--- config.mk ---
export PLATFORM = sky130hd
export DESIGN_NAME = tri_wb_loader
export DESIGN_NICKNAME = d
export VERILOG_FILES = /design/src/rtl/tri_wb_loader.sv
export SDC_FILE = /design/constraint.sdc
export NUM_CORES = 1
export LEC_CHECK = 0
export ABC_AREA = 1
export BUFFER_PORTS_ARGS = -buffer_cell sky130_fd_sc_hd__buf_2
export CAP_MARGIN = 5
export CORE_UTILIZATION = 35
export DETAILED_ROUTE_END_ITERATION = 6
export GPL_TIMING_DRIVEN = 1
export PLACE_DENSITY = 0.57
export SYNTH_ARGS = -nofsm -noshare
export SYNTH_HDL_FRONTEND = slang
export SYNTH_SLANG_ARGS = --single-unit
--- constraint.sdc ---
create_clock -name wb_clk_i -period 3 [get_ports wb_clk_i]
set_input_delay 0.45 -clock wb_clk_i [delete_from_list [all_inputs] [get_ports wb_clk_i]]
set_output_delay 0.45 -clock wb_clk_i [all_outputs]
set_load 0.01 [all_outputs]
--- src/rtl/tri_wb_loader.sv ---
// Wishbone classic master that writes one triangle descriptor into the
// interp_tri register file as a 4-beat burst (regs 0..3), with per-beat ack timeout.
module tri_wb_loader #(
    parameter int TIMEOUT = 255
) (
    input  logic        wb_clk_i,
    input  logic        wb_rst_i,
    input  logic        cmd_valid,
    output logic        cmd_ready,
    input  logic [7:0]  cmd_ax,
    input  logic [7:0]  cmd_ay,
    input  logic [7:0]  cmd_bx,
    input  logic [7:0]  cmd_by,
    input  logic [7:0]  cmd_cx,
    input  logic [7:0]  cmd_cy,
    input  logic [9:0]  cmd_delta_t,
    input  logic        cmd_bflip,
    output logic        wbm_cyc_o,
    output logic        wbm_stb_o,
    output logic        wbm_we_o,
    output logic [3:0]  wbm_sel_o,
    output logic [1:0]  wbm_adr_o,
    output logic [31:0] wbm_dat_o,
    input  logic        wbm_ack_i,
    output logic        busy,
    output logic        done,
    output logic        err
);

    localparam logic [1:0] S_IDLE  = 2'd0;
    localparam logic [1:0] S_WRITE = 2'd1;
    localparam logic [1:0] S_DONE  = 2'd2;

    localparam logic [7:0] TMO_LAST = 8'(TIMEOUT - 1);

    logic [1:0]  state_q, state_d;
    logic [1:0]  beat_q, beat_d;
    logic [7:0]  timer_q, timer_d;
    logic        cyc_q, cyc_d;
    logic [3:0]  sel_q, sel_d;
    logic [1:0]  adr_q, adr_d;
    logic [31:0] dat_q, dat_d;
    logic        err_q, err_d;
    logic        load;

    logic [7:0]  ax_q, ay_q, bx_q, by_q, cx_q, cy_q;
    logic [9:0]  dt_q;
    logic        bflip_q;

    function automatic logic [31:0] beat_dat(
        input logic [1:0] b,
        input logic [7:0] ax, input logic [7:0] ay,
        input logic [7:0] bx, input logic [7:0] by,
        input logic [7:0] cx, input logic [7:0] cy,
        input logic [9:0] dt, input logic bf
    );
        case (b)
            2'd0:    beat_dat = {8'h00, ay, 8'h00, ax};
            2'd1:    beat_dat = {8'h00, by, 8'h00, bx};
            2'd2:    beat_dat = {8'h00, cy, 8'h00, cx};
            default: beat_dat = {15'h0, bf, 6'h0, dt};
        endcase
    endfunction

    function automatic logic [3:0] beat_sel(input logic [1:0] b);
        beat_sel = (b == 2'd3) ? 4'b0111 : 4'b0101;
    endfunction

    always_comb begin
        state_d = state_q;
        beat_d  = beat_q;
        timer_d = timer_q;
        cyc_d   = cyc_q;
        sel_d   = sel_q;
        adr_d   = adr_q;
        dat_d   = dat_q;
        err_d   = 1'b0;
        load    = 1'b0;
        case (state_q)
            S_IDLE: begin
                cyc_d = 1'b0;
                sel_d = 4'h0;
                adr_d = 2'd0;
                dat_d = 32'h0;
                if (cmd_valid) begin
                    // Beat 0 is driven straight from the command port on the latch edge.
                    load    = 1'b1;
                    state_d = S_WRITE;
                    beat_d  = 2'd0;
                    timer_d = 8'd0;
                    cyc_d   = 1'b1;
                    sel_d   = beat_sel(2'd0);
                    adr_d   = 2'd0;
                    dat_d   = beat_dat(2'd0, cmd_ax, cmd_ay, cmd_bx, cmd_by,
                                       cmd_cx, cmd_cy, cmd_delta_t, cmd_bflip);
                end
            end
            S_WRITE: begin
                if (wbm_ack_i) begin
                    timer_d = 8'd0;
                    if (beat_q == 2'd3) begin
                        state_d = S_DONE;
                        beat_d  = 2'd0;
                        cyc_d   = 1'b0;
                        sel_d   = 4'h0;
                        adr_d   = 2'd0;
                        dat_d   = 32'h0;
                    end else begin
                        beat_d = beat_q + 2'd1;
                        sel_d  = beat_sel(beat_q + 2'd1);
                        adr_d  = beat_q + 2'd1;
                        dat_d  = beat_dat(beat_q + 2'd1, ax_q, ay_q, bx_q, by_q,
                                          cx_q, cy_q, dt_q, bflip_q);
                    end
                end else if (timer_q == TMO_LAST) begin
                    // This missed ack would bring the wait count to TIMEOUT: abort.
                    state_d = S_IDLE;
                    beat_d  = 2'd0;
                    timer_d = 8'd0;
                    cyc_d   = 1'b0;
                    sel_d   = 4'h0;
                    adr_d   = 2'd0;
                    dat_d   = 32'h0;
                    err_d   = 1'b1;
                end else begin
                    timer_d = timer_q + 8'd1;
                end
            end
            S_DONE: begin
                state_d = S_IDLE;
            end
            default: begin
                state_d = S_IDLE;
                cyc_d   = 1'b0;
                sel_d   = 4'h0;
                adr_d   = 2'd0;
                dat_d   = 32'h0;
            end
        endcase
    end

    always_ff @(posedge wb_clk_i) begin
        if (wb_rst_i) begin
            state_q <= S_IDLE;
            beat_q  <= 2'd0;
            timer_q <= 8'd0;
            cyc_q   <= 1'b0;
            sel_q   <= 4'h0;
            adr_q   <= 2'd0;
            dat_q   <= 32'h0;
            err_q   <= 1'b0;
        end else begin
            state_q <= state_d;
            beat_q  <= beat_d;
            timer_q <= timer_d;
            cyc_q   <= cyc_d;
            sel_q   <= sel_d;
            adr_q   <= adr_d;
            dat_q   <= dat_d;
            err_q   <= err_d;
        end
    end

    // Descriptor holding registers carry no reset; they are only read while in WRITE.
    always_ff @(posedge wb_clk_i) begin
        if (load) begin
            ax_q    <= cmd_ax;
            ay_q    <= cmd_ay;
            bx_q    <= cmd_bx;
            by_q    <= cmd_by;
            cx_q    <= cmd_cx;
            cy_q    <= cmd_cy;
            dt_q    <= cmd_delta_t;
            bflip_q <= cmd_bflip;
        end
    end

    assign wbm_cyc_o = cyc_q;
    assign wbm_stb_o = cyc_q;
    assign wbm_we_o  = cyc_q;
    assign wbm_sel_o = sel_q;
    assign wbm_adr_o = adr_q;
    assign wbm_dat_o = dat_q;
    assign cmd_ready = (state_q == S_IDLE);
    assign busy      = (state_q == S_WRITE);
    assign done      = (state_q == S_DONE);
    assign err       = err_q;

endmodule
**Yosys cells after proc, flatten, opt, wreduce, memory -nomap -nowiden**

Index checks and enable logic that the tools add are counted.

- Register bits: 111
- Input port bits: 63
- Output and inout bits: 45
- Word-level logic and storage cells: 72

- Add/sub/neg operators: 2
- Eq/ne operators: 10
- Muxes and demuxes: 33
- Bitwise operators: 2
- Reduce and logical (&&, ||, !) cells: 9

Operators with widths:

| operator | count |
|---|---|
| $pmux 32 s3 | 1 |
| $pmux 24 s3 | 1 |
| $mux 32 | 2 |
| $mux 24 | 2 |
| $mux 8 | 3 |
| $mux 2 | 8 |
| $pmux 8 s2 | 1 |
| $pmux 2 s2 | 3 |
| $pmux 4 s3 | 1 |
| $reduce_and 3->1 | 3 |
| $add 8x1->8 const B | 1 |
| $eq 2x2->1 const B | 4 |
| $eq 8x8->1 const B | 1 |
| $mux 4 | 2 |
| $mux 1 | 6 |
| $mux 3 | 2 |
| $ne 3x2->1 const B | 2 |
| $eq 2x1->1 const B | 2 |
| $logic_not 2->1 | 2 |
| $reduce_and 2->1 | 2 |
| $pmux 1 s3 | 1 |
| $reduce_or 3->1 | 1 |
| $add 2x1->2 const B | 1 |
| $ne 2x2->1 const B | 1 |
| 2 further kinds | 3 |

**Logic depth before layout (Yosys ltp)**

- Depth in word-level cells: 6
- Mapped depth: 10
- Mapped depth without buffers: 9

**Worst setup path before layout**

OpenSTA, ideal clock, no wires.

- Kind: register -> register
- Start: register state_q[0]
- End: register dat_q[18], in the netlist wbm_dat_o[18]
- Setup time: 136 ps
- Arrival time: 2436 ps
- Required time: 2864 ps
- Setup slack: 427 ps
- Cell stages (with the launch flop): 6
- Buffers on the path: 0
- Period minus slack after synthesis: 2573 ps
- Cell sequence: dfxtp_1 nor2_1 nand2_1 clkinv_1 a21oi_1 a21oi_2

- Elaborated cells on any way between the ends: 7
- Those cells by class: eq/ne: 3; mux: 1; bitwise: 1; reduce/logical: 2

RTL lines:

| what | line | text |
|---|---|---|
| start: declaration | 36 | `logic [1:0] state_q, state_d;` |
| start signal: assignment | 153 | `state_q <= state_d;` |
| $logic_not 2->1 | - |  |
| named net cmd_ready | 9 | `output logic cmd_ready,` |
| $pmux 32 s3 | 79 | `case (state_q)` |
| end signal: assignment | 159 | `dat_q <= dat_d;` |
| end: declaration | 42 | `logic [31:0] dat_q, dat_d;` |

The timed path passes the listed nets, and every way through them passes these cells.
A chain may end at the register's enable or synchronous reset.

**Worst setup path after layout**

- Start: register beat_q[0]
- End: register dat_q[21], in the netlist wbm_dat_o[21]

- Word-level cells in the longest chain between the ends: 6
- Elaborated cells on any way between the ends: 9
- Those cells by class: add/sub: 1; eq/ne: 3; mux: 4; reduce/logical: 1

Ends and longest elaborated chain:

| what | line | text |
|---|---|---|
| start: declaration | 37 | `logic [1:0] beat_q, beat_d;` |
| start signal: assignment | 154 | `beat_q <= beat_d;` |
| $add 2x1->2 | 112 | `dat_d = beat_dat(beat_q + 2'd1, ax_q, ay_q, bx_q, by_q,` |
| $eq 2x2->1, or another cell as far along | 57 | `case (b)` |
| $pmux 24 s3 | 57 |  |
| $mux 24 * | 101 | `if (beat_q == 2'd3) begin` |
| $mux 32 * | 99 | `if (wbm_ack_i) begin` |
| $pmux 32 s3 * | 79 |  |

Every way passes the cells marked *; elsewhere a longest branch is shown, timed or not.

==> flow_metrics.env <==
export IMPL_cts_num_sinks=95
export IMPL_fillers=1057
export IMPL_fin_skew_ns=0.006561
export IMPL_routed_top_layer="met4"
export IMPL_fin_area_um2=4875
export IMPL_cts_tree="built"
export IMPL_clockBufferDepth=2
export IMPL_p_leak_nw=2.112
export IMPL_hold_viol=0
export IMPL_grt_usage_pct=15.42
export IMPL_path_cells="inv_1, ha_1, clkinv_1, nand3_1, nor2_1, a21oi_1, a21oi_2"
export IMPL_wl_mm=8.652
export IMPL_final_cells=644
export IMPL_diodes=0
export IMPL_p_comb_share_pct=9.5
export IMPL_power_mw=3.066
export IMPL_areaGrowthSynthToFinish_pct=20.47
export IMPL_synthArstFlopShare_pct=0
export IMPL_synth_area_leaders="edfxtp_1 44%, dfxtp_1 18%, nand2_1 10%"
export IMPL_synth_cell_type_count=33
export IMPL_critPathMaxFanout=19
export IMPL_powerDensity_nw_per_um2=629.0
export IMPL_period_share_pct=69.90
export IMPL_relSlewSlack_pct=49.57
export IMPL_portBuffers=92
export IMPL_core_region_area_um2=11030
export IMPL_cts_setup_buffers=0
export IMPL_yosysMostFrequentCell="nand2_1"
export IMPL_gp_congestion=0.7786
export IMPL_vias=2939
export IMPL_synth_seq_area_share_pct=61.60
export IMPL_path_clk_slew_ns=0.07
export IMPL_final_seq_area_um2=2492
export IMPL_drive_above_1_share_pct=25.20
export IMPL_p_clk_share_pct=41.1
export IMPL_finalSetupViolCount=0
export IMPL_multi_input_area_um2=1281
export IMPL_hp_class="input pin to register"
export IMPL_grt_pass1_vias=2798
export IMPL_drt_initial_drc_count=59
export IMPL_yosysTopAreaCellShare_pct=43.78
export IMPL_hold_buffers=0
export IMPL_worstSetupPathType="register to register"
export IMPL_cap_violations=0
export IMPL_wl_per_cell_um=13.43
export IMPL_row_count=38
export IMPL_status="finished clean"
export IMPL_start_util_pct=36.68
export IMPL_synth_largest_area_cell="edfxtp_1"
export IMPL_slew_violations=0
export IMPL_required_ns=3.19
export IMPL_clkLatencyLatePin_ns=0.33
export IMPL_placed_cells_incl_taps=628
export IMPL_p_sw_mw=0.7134
export IMPL_nets=570
export IMPL_drc=0
export IMPL_synth_flop_cell="edfxtp_1"
export IMPL_detail_route_vias_per_cell=4.564
export IMPL_cts_repair_resized=0
export IMPL_root_buffer="clkbuf_16"
export IMPL_drtPass1Iterations=4
export IMPL_ys_warn_count=0
export IMPL_synth_cells=413
export IMPL_met3_length_um=423
export IMPL_met1_length_mm=4.271
export IMPL_die_width_um=109.5
export IMPL_die_area_um2=11990
export IMPL_start_kind="register"
export IMPL_place_area_um2=4538
export IMPL_cp_arrival_ns=2.29
export IMPL_ys_ff_latch=95
export IMPL_clock_fmax_ghz=0.4768
export IMPL_grt_max_degree=68
export IMPL_rsz0062_at_grt="no"
export IMPL_route_antenna_remaining_nets=0
export IMPL_syn_area_per_cell_um2=9.798
export IMPL_cts_made_buffers=9
export IMPL_synth_edf_count=59
export IMPL_ir_drop_uv=331.3
export IMPL_fin_crit_ns=2.097
export IMPL_gr_total_overflow=0
export IMPL_power_switching_share_pct=23.27
export IMPL_synth_common_cells="112 x nand2_1, 59 x edfxtp_1, 56 x nor2_1"
export IMPL_grt_pass1_wl_mm=13.68
export IMPL_boundaryPins=108
export IMPL_pwr_share_seq_pct=49.4
export IMPL_hpwl_mm=5.953
export IMPL_finalSetupTns_ns=0
export IMPL_dieHeight_um=109.5
export IMPL_internal_power_mw=2.353
export IMPL_antenna_found_initial=0
export IMPL_ctsHtreeMaxLevel=3
export IMPL_synthesis_area_um2=4046
export IMPL_critPathSlowestCell="nand3_1"
export IMPL_worst_pin_slew_ns=0.7564
export IMPL_cpPeakStageDelay_ns=0.47
export IMPL_route_met2_wl_mm=3.810
export IMPL_end_kind="register"
==> metal layers <==
metal / up-vias / GRT usage, %
met2: 84 / 24.39
li1: 1491 / -
met4: 0 / 5.714
met5: - / 0
met3: 11 / 2.727
met1: 1353 / 21.14
==> flip-flops by register name, indices dropped and copies added, names as in the netlist <==
signal and cells:
err 1, cy_q 8, state_q 2, wbm_sel_o 2
dt_q 10, bflip_q 1, beat_q 2, bx_q 8
wbm_dat_o 18, wbm_cyc_o 1, ax_q 8, ay_q 8
timer_q 8, wbm_adr_o 2, by_q 8, cx_q 8
==> worst max-delay path: cells and delay by family (launching register included) <==
family | cells | cell delay, ns
DFF | 1 | 0.35
adders and majority gates | 1 | 0.22
and+or+nand+nor | 2 | 0.56
buffers and inverters | 2 | 0.60
AOI/OAI and AO/OA | 2 | 0.23
==> metrics by stage <==
step	hold slack [ns]	worst slack [ns]	utilization, %
after floorplan	0.4442	0.4273	-
after detailed placement	0.4604	0.9244	41.14
after global placement	0.4504	0.9841	41.14
after global routing	0.2748	0.6798	44.19
final	0.2859	0.9029	44.19
after CTS	0.2767	0.8922	44.19
==> cells by family after synthesis <==
family                   count (synthesis)  share of synthesized area, %
AO/OA/AOI/OAI                           53                         7.730
buffers and inverters                   61                         8.040
flip-flops                              95                         61.60
other                                    1                       0.09268
adder cells (fa/ha/maj)                  8                         2.474
XOR/XNOR                                 1                        0.2165
AND/OR/NAND/NOR                        194                         19.85
==> cell type report <==
class / instances / area share (%)
inverter: 29 / 2.233
multi-input combinational: 271 / 26.28
sequential: 95 / 51.13
tap: 140 / 3.593
timing repair buffer: 93 / 9.856
clock buffer: 10 / 4.902
clock inverter: 6 / 2.002
==> power by group through the flow <==
stage	combinational, mW	sequential [mW]	clock (mW)
after floorplan	0.193	1.55	0
after global placement	0.294	1.54	0
after detailed placement	0.297	1.54	0
after CTS	0.298	1.51	1.29
after global routing	0.334	1.52	1.34
final	0.292	1.51	1.26
==> path summary, 6_finish.rpt <==
kind | to | slack [ns] | cells after the start | from
worst max-delay path | wbm_dat_o[21]$_SDFFE_PP0P_ | 0.90 | 7 | beat_q[0]$_SDFFE_PP0P_
worst min-delay path | cx_q[1]$_DFFE_PP_ | 0.29 | 1 | cmd_cx[1]
worst max register to register | wbm_dat_o[21]$_SDFFE_PP0P_ | 0.90 | 7 | beat_q[0]$_SDFFE_PP0P_
worst min register to register | timer_q[7]$_SDFFE_PP0P_ | 0.47 | 2 | timer_q[7]$_SDFFE_PP0P_
==> cells in the final DEF, fill, tap and decap left out <==
cell type and n:
nand2_1 112, buf_2 92, edfxtp_1 59, nor2_1 56
a21oi_1 36, dfxtp_1 36, inv_1 24, conb_1 15
o211ai_1 9, clkbuf_16 9, nand3_1 8, ha_1 8
a21oi_2 5, inv_2 4, nor3_1 4, nor2_4 3
inv_6 3, nand2_2 2, nand4_1 2, bufinv_16 2
o21ai_2 1, or2_1 1, nand3_2 1, and3_1 1
nor3b_1 1, xnor2_1 1, o21ai_0 1, nor2_2 1
nand2_4 1, clkinv_1 1, o21a_1 1, nor4_1 1
clkbuf_8 1, inv_8 1, buf_12 1
Note: power is estimated with default switching activity, not from simulation.
